File: config.mk
export PLATFORM = sky130hd
export DESIGN_NAME = wash_cycle_timer
export DESIGN_NICKNAME = d
export VERILOG_FILES = /design/src/rtl/wash_cycle_timer.sv
export SDC_FILE = /design/constraint.sdc
export NUM_CORES = 1
export LEC_CHECK = 0
export ABC_AREA = 1
export CAP_MARGIN = 30
export CORE_MARGIN = 8
export CORE_UTILIZATION = 60
export DETAILED_ROUTE_END_ITERATION = 12
export PLACE_DENSITY = 0.85
export SLEW_MARGIN = 40
export SYNTH_ARGS = -nofsm -noshare
export SYNTH_HDL_FRONTEND = slang
export SYNTH_SLANG_ARGS = --single-unit
File: constraint.sdc
create_clock -name clk -period 3.7 [get_ports clk]
set_input_delay 0.74 -clock clk [delete_from_list [all_inputs] [get_ports clk]]
set_output_delay 0.74 -clock clk [all_outputs]
set_load 0.01 [all_outputs]
File: src/rtl/wash_cycle_timer.sv
// Wash/rinse and spin period timer with level timeout handshakes and a remaining-tick count.
// Optional pause support is enabled by defining WASH_TIMER_PAUSE_EN.
module wash_cycle_timer #(
    parameter int unsigned PRESCALE    = 1000,
    parameter int unsigned SOAP_TICKS  = 600,
    parameter int unsigned RINSE_TICKS = 300,
    parameter int unsigned SPIN_TICKS  = 200,
    parameter int unsigned W           = 16
) (
    input  logic         clk,
    input  logic         reset,
    input  logic         cycle_run,
    input  logic         spin_run,
    input  logic         rinse,
    input  logic         pause,
    output logic         cycle_timeout,
    output logic         spin_timeout,
    output logic         busy,
    output logic [W-1:0] remaining
);

    localparam int unsigned      PW         = (PRESCALE > 1) ? $clog2(PRESCALE) : 1;
    localparam logic [PW-1:0]    PRESC_LAST = PW'(PRESCALE - 1);

    typedef enum logic [2:0] {
        IDLE,
        RUN_CYCLE,
        CYCLE_DONE,
        RUN_SPIN,
        SPIN_DONE
    } state_t;

    state_t        state, state_nx;
    logic [PW-1:0] presc, presc_nx;
    logic [W-1:0]  remaining_nx;
    logic          busy_nx, cycle_timeout_nx, spin_timeout_nx;
    logic          hold;
    logic          run_req;
    logic          tick;

`ifdef WASH_TIMER_PAUSE_EN
    assign hold = pause;
`else
    logic unused_pause;
    assign unused_pause = pause;
    assign hold         = 1'b0;
`endif

    always_ff @(posedge clk or negedge reset) begin
        if (!reset) begin
            state         <= IDLE;
            presc         <= '0;
            remaining     <= '0;
            busy          <= 1'b0;
            cycle_timeout <= 1'b0;
            spin_timeout  <= 1'b0;
        end else begin
            state         <= state_nx;
            presc         <= presc_nx;
            remaining     <= remaining_nx;
            busy          <= busy_nx;
            cycle_timeout <= cycle_timeout_nx;
            spin_timeout  <= spin_timeout_nx;
        end
    end

    always_comb begin
        state_nx     = state;
        presc_nx     = presc;
        remaining_nx = remaining;
        run_req      = (state == RUN_SPIN || state == SPIN_DONE) ? spin_run : cycle_run;
        tick         = (presc == PRESC_LAST);

        case (state)
            IDLE: begin
                // Spin wins when both requests arrive together
                if (spin_run) begin
                    state_nx     = RUN_SPIN;
                    remaining_nx = W'(SPIN_TICKS);
                    presc_nx     = '0;
                end else if (cycle_run) begin
                    state_nx     = RUN_CYCLE;
                    remaining_nx = rinse ? W'(RINSE_TICKS) : W'(SOAP_TICKS);
                    presc_nx     = '0;
                end
            end
            RUN_CYCLE, RUN_SPIN: begin
                if (!run_req) begin
                    state_nx     = IDLE;
                    remaining_nx = '0;
                    presc_nx     = '0;
                end else if (!hold) begin
                    if (tick) begin
                        presc_nx = '0;
                        if (remaining <= W'(1)) begin
                            remaining_nx = '0;
                            state_nx     = (state == RUN_SPIN) ? SPIN_DONE : CYCLE_DONE;
                        end else begin
                            remaining_nx = remaining - 1'b1;
                        end
                    end else begin
                        presc_nx = presc + 1'b1;
                    end
                end
            end
            CYCLE_DONE, SPIN_DONE: begin
                if (!run_req) begin
                    state_nx = IDLE;
                end
            end
            default: begin
                state_nx     = IDLE;
                remaining_nx = '0;
                presc_nx     = '0;
            end
        endcase

        // Outputs are registered copies of what the next state implies
        busy_nx          = (state_nx == RUN_CYCLE) || (state_nx == RUN_SPIN);
        cycle_timeout_nx = (state_nx == CYCLE_DONE);
        spin_timeout_nx  = (state_nx == SPIN_DONE);
    end

endmodule

; Word-level counts from Yosys, hierarchy flattened
; Index checks and enable logic that the tools add are counted.
[word_totals]
latch_bits = 0
romBits = 0
ff_bits = 32
ram_bits = 0
wordCells = 49
memories = 0
inputBits = 6
[classes]
order_cmp = 1
addsub = 2
div_mod_pow = 0
reduce_logical = 7
n_mul = 0
n_eq_ne = 11
n_bitwise = 1
shifts = 0
n_mux = 21
[ops]
columns = operator, n
row1 = $mux 16, 5
row2 = $mux 10, 5
row3 = $pmux 16 s3, 1
row4 = $pmux 10 s3, 1
row5 = $mux 3, 7
row6 = $le 16x1->1 const B, 1
row7 = $sub 16x1->16 const B, 1
row8 = $eq 3x2->1 const B, 4
row9 = $add 10x1->10 const B, 1
row10 = $eq 10x10->1 const B, 1
row11 = $pmux 3 s3, 1
row12 = $eq 3x1->1 const B, 2
row13 = $eq 3x3->1 const B, 2
row14 = $ne 3x3->1 const B, 2
row15 = $reduce_or 2->1, 2
row16 = $logic_not 3->1, 1
row17 = $reduce_and 3->1, 1
row18 = $logic_or 1x1->1, 2
row19 = $reduce_and 2->1, 1
row20 = $mux 1, 1
row21 = $not 1->1, 1

; Longest topological paths before layout
[depth]
depth_word = 8
mapped_depth = 13
mapped_depth_nobuf = 13

; Worst setup path before layout
; OpenSTA, ideal clock, no wires.
[synth_timing]
path_kind = register -> register
from = reg remaining[0]
to = reg remaining[9]
path_slack_ps = 1992
synth_period_minus_slack_ps = 1708
arrival_ps = 1586
setup_ps = 121
stages_incl_launch_ff = 14
path_buffers = 0
cell_sequence = dfrtp_1 inv_1 ha_1 inv_1 nand2_1 nand2_1 nor2_1 nand3_1 nand3_1 inv_1 nand2_1 nand2_1 nand2_1 o21ai_1
[synth_via]
elab_chain_cells = 5
elab_cells_between_ends = 6
[synth_rtl]
columns = item, line_no
row1 = start: declaration, 19  ; output logic [W-1:0] remaining
row2 = start signal: assignment, 60  ; remaining <= remaining_nx;
row3 = $sub 16x1->16 or $le 16x1->1 (tied branches), "99, 95"
row4 = $mux 16 (*), 95  ; if (remaining <= W'(1)) begin
row5 = $mux 16 (*), 93  ; if (tick) begin
row6 = $mux 16 (*), 88  ; if (!run_req) begin
row7 = $pmux 16 s3 (*), 74  ; case (state)
; Mark *: on every way between the ends. The rest lies on a longest branch, timed or not. The select of a mux whose other input is x is not followed.
; A chain may end at the register's enable or synchronous reset.

; Worst setup path after layout
[layout_timing]
from = reg remaining[10]
to = out remaining[10]
; No word-level cell between the ends.

==> results.md <==
* Layout Skew at 0.0150 ns
* Setup Viol. Count Final at 0
* Worst Path Arrival at 1.43 ns
* Row cnt at 21
* CTS sink count at 32
* Via count at 1941
* Post-placement cell count at 365
* Residual DRC at 0
* R2r endpoint: remaining[9]$_DFFE_PN0P_
* Yosys cell types at 28
* Num ports at 25
* Max Transition Viols Final at 0
* Hold Slack at roughly 0.54 ns
* Worst-Margin Slew at 0.398 ns
* Final hold vios at 0
* Hold Crit Depth at 2
* Synthesized flop and latch total at 32
* Total congestion overflow at 0
* Die area at 5630 µm²
* Start point of the worst min-delay path: presc[1]$_DFFE_PN0P_
* Die W at between 70 and 80 µm
* N_diodes at 0
* Post-synth net total at 307
* CP cell instances: clkdlybuf4s50_1
* Largest net degree at the start of global routing at 33
* Commonest cells after routing, fill and taps aside: nand2_1 (86), nor2_1 (52), inv_1 (35), dfrtp_1 (32), clkdlybuf4s50_1 (23)
* Syn_area_per_cell at 7.02 µm²
* Leak at 1.18 nW
* CP startpoint kind: flip-flop
* WL/cell at 13.0 µm
* Endpoint, Worst Hold: presc[1]$_DFFE_PN0P_
* WP buf/inv at 1
* RR Startpoint: remaining[0]$_DFFE_PN0P_
* GP Congestion at 0.989
* H-tree depth at 2
* Vias in the first global route at 1779
* Fillers at 308
* Antenna viol nets, final at 0
* CTS clk-pin slew, worst paths at 0.11 ns
* Largest incremental delay on the critical path at roughly 0.6 ns
* Run status: completed
* Min Tclk post-route at 2.17 ns
* GR Util All Layers at 18.6%
* Final wirelength at 4840 µm
* Post-Syn Instances at 298
* Crit. End Element: primary output
* EDFF count, synth at 0
* Initial DRC count at 181
* Design Power at 1.97 mW
* Slowest CP cell: clkdlybuf4s50_1
* Max FO, Critical Path at 7
* CTS tree: yes
* HP Class: flip-flop to flip-flop
* Peak VDD IR at 590 µV
* Worst-skew pair later-pin latency at 0.34 ns
* Pwr per Cell Area at 809 nW/µm²
* Clock Tree Buf Depth at 2
* # resized after CTS at 0
* Area occupied by multi-input gates at 1110 µm²
* DRT Pass-1 Iters at 4
* Initial antenna violation count at 0
* Layout area overhead at 16.5%
* Syn Std Cell Area at 2090 µm²
* Core footprint at roughly 3300 µm²
* Asr flop ratio synth at 100%
* TritonCTS buffer count at 5
* Period utilization at 58.6%
* Commonest non-fill, non-tap cell in the layout: nand2_1
* Critical path required time at 2.96 ns
* Die H at roughly 75 µm
* Placed Area at around 2400 µm²
* Post-route cell area at ~2400 µm²
* CP Class: flip-flop to primary output
* Number of port buffers at 23
* Seq/Total Area, Yosys at 38.3%
* Reg2Reg Depth at 13
* First-pass GRT wire length at 8190 µm
* Final #Nets at 335
* Ys flop type: dfrtp_1
* Max Cap Viol at 0
* Via density at 5.20
* Detail Placement HPWL at 3680 µm
* Ys Warns at 0
* Initial Util at a little over three fifths
* Slew Limit Headroom at between 70 and 80%
* Setup TNS at 0 ns
* Setup repair bufs after CTS at 0
* FF+latch area at 801 µm²
* Layout Cells excl Fill at 373
* Top Family by Delay on Critical Path: buffers and inverters
* Fmax at 0.461 GHz
* R2R Setup Slk at 1.61 ns
* Root buffer cell: clkbuf_4
* Hold-fix buffers at CTS at 0
* Ratio of cells with drive above 1 in the final layout at 7.34%
* RSZ-0062 raised after global routing: false
-- flip-flops by register name (all words and copies together), names as in the netlist --
| register | flops |
|---|---|
| busy | 1 |
| remaining | 16 |
| state | 3 |
| cycle_timeout | 1 |
| presc | 10 |
| spin_timeout | 1 |
-- logic make-up after synthesis --
kind of cell,count (synthesis),synth area share [%]
and+or+nand+nor,177,37.6
buffers and inverters,42,8.67
DFF,32,38.3
AOI/OAI and AO/OA,31,8.25
xor gates and xnor gates,13,5.44
adders and majority gates,3,1.79
-- report_power, final --
part,total (mW),internal (mW),leakage (nW),switching [mW]
clock network,0.269,0.141,0.0412,0.128
registers,0.549,0.441,0.430,0.108
logic,1.15,0.422,0.706,0.733
total,1.97,1.00,1.18,0.968
-- metal layers --
metal / wire (µm) / track usage, % / share of wire, % / vias to the layer above
met3: 293 / 4.93 / 6.1 / 6
met5: 0 / 0 / 0 / -
li1: - / - / - / 995
met2: 2210 / 28.3 / 46 / 58
met4: 38 / 6.30 / 0.79 / 0
met1: 2300 / 24.7 / 47 / 882
-- synth_stat cells, types with 2 or more instances --
master,instances,area (µm²)
nand2_1,86,323
nor2_1,52,195
inv_1,35,131
dfrtp_1,32,801
nand3_1,17,85.1
o21ai_0,14,70.1
nor3_1,8,40.0
xor2_1,8,70.1
a21oi_1,7,35.0
o21ai_1,6,30.0
xnor2_1,5,43.8
nand4_1,4,25.0
ha_1,3,37.5
buf_6,2,22.5
inv_2,2,7.51
inv_4,2,12.5
nand2_2,2,12.5
nand3_4,2,35.0
o22ai_1,2,12.5
-- area by class of cell --
| cell class | count | area share, % |
|---|---|---|
| Clock buffer | 5 | 1.54 |
| Clock inverter | 3 | 1.75 |
| Inverter | 39 | 6.21 |
| Sequential cell | 32 | 32.9 |
| Tap cell | 46 | 2.36 |
| Multi-Input combinational cell | 224 | 45.5 |
| Timing Repair Buffer | 24 | 9.75 |
-- stage by stage --
stage | setup slack (ns) | util, %
global route | 1.43 | 73.0
floorplan | 1.99 | -
detailed placement | 1.25 | 70.6
CTS | 1.52 | 73.0
finish | 1.53 | 73.0
global placement | 1.25 | 70.6
-- how the worst max path moves through the flow --
stage | from | endpoint | slack, ns | cells after the start
CTS | remaining[10]$_DFFE_PN0P_ | remaining[10] | 1.52 | 1
global placement | spin_run | remaining[3]$_DFFE_PN0P_ | 1.25 | 9
global route | remaining[0]$_DFFE_PN0P_ | remaining[9]$_DFFE_PN0P_ | 1.43 | 13
finish | remaining[10]$_DFFE_PN0P_ | remaining[10] | 1.53 | 1
floorplan | remaining[0]$_DFFE_PN0P_ | remaining[9]$_DFFE_PN0P_ | 1.99 | 13
detailed placement | spin_run | remaining[10]$_DFFE_PN0P_ | 1.25 | 9
(Power assumes the default switching activity.)
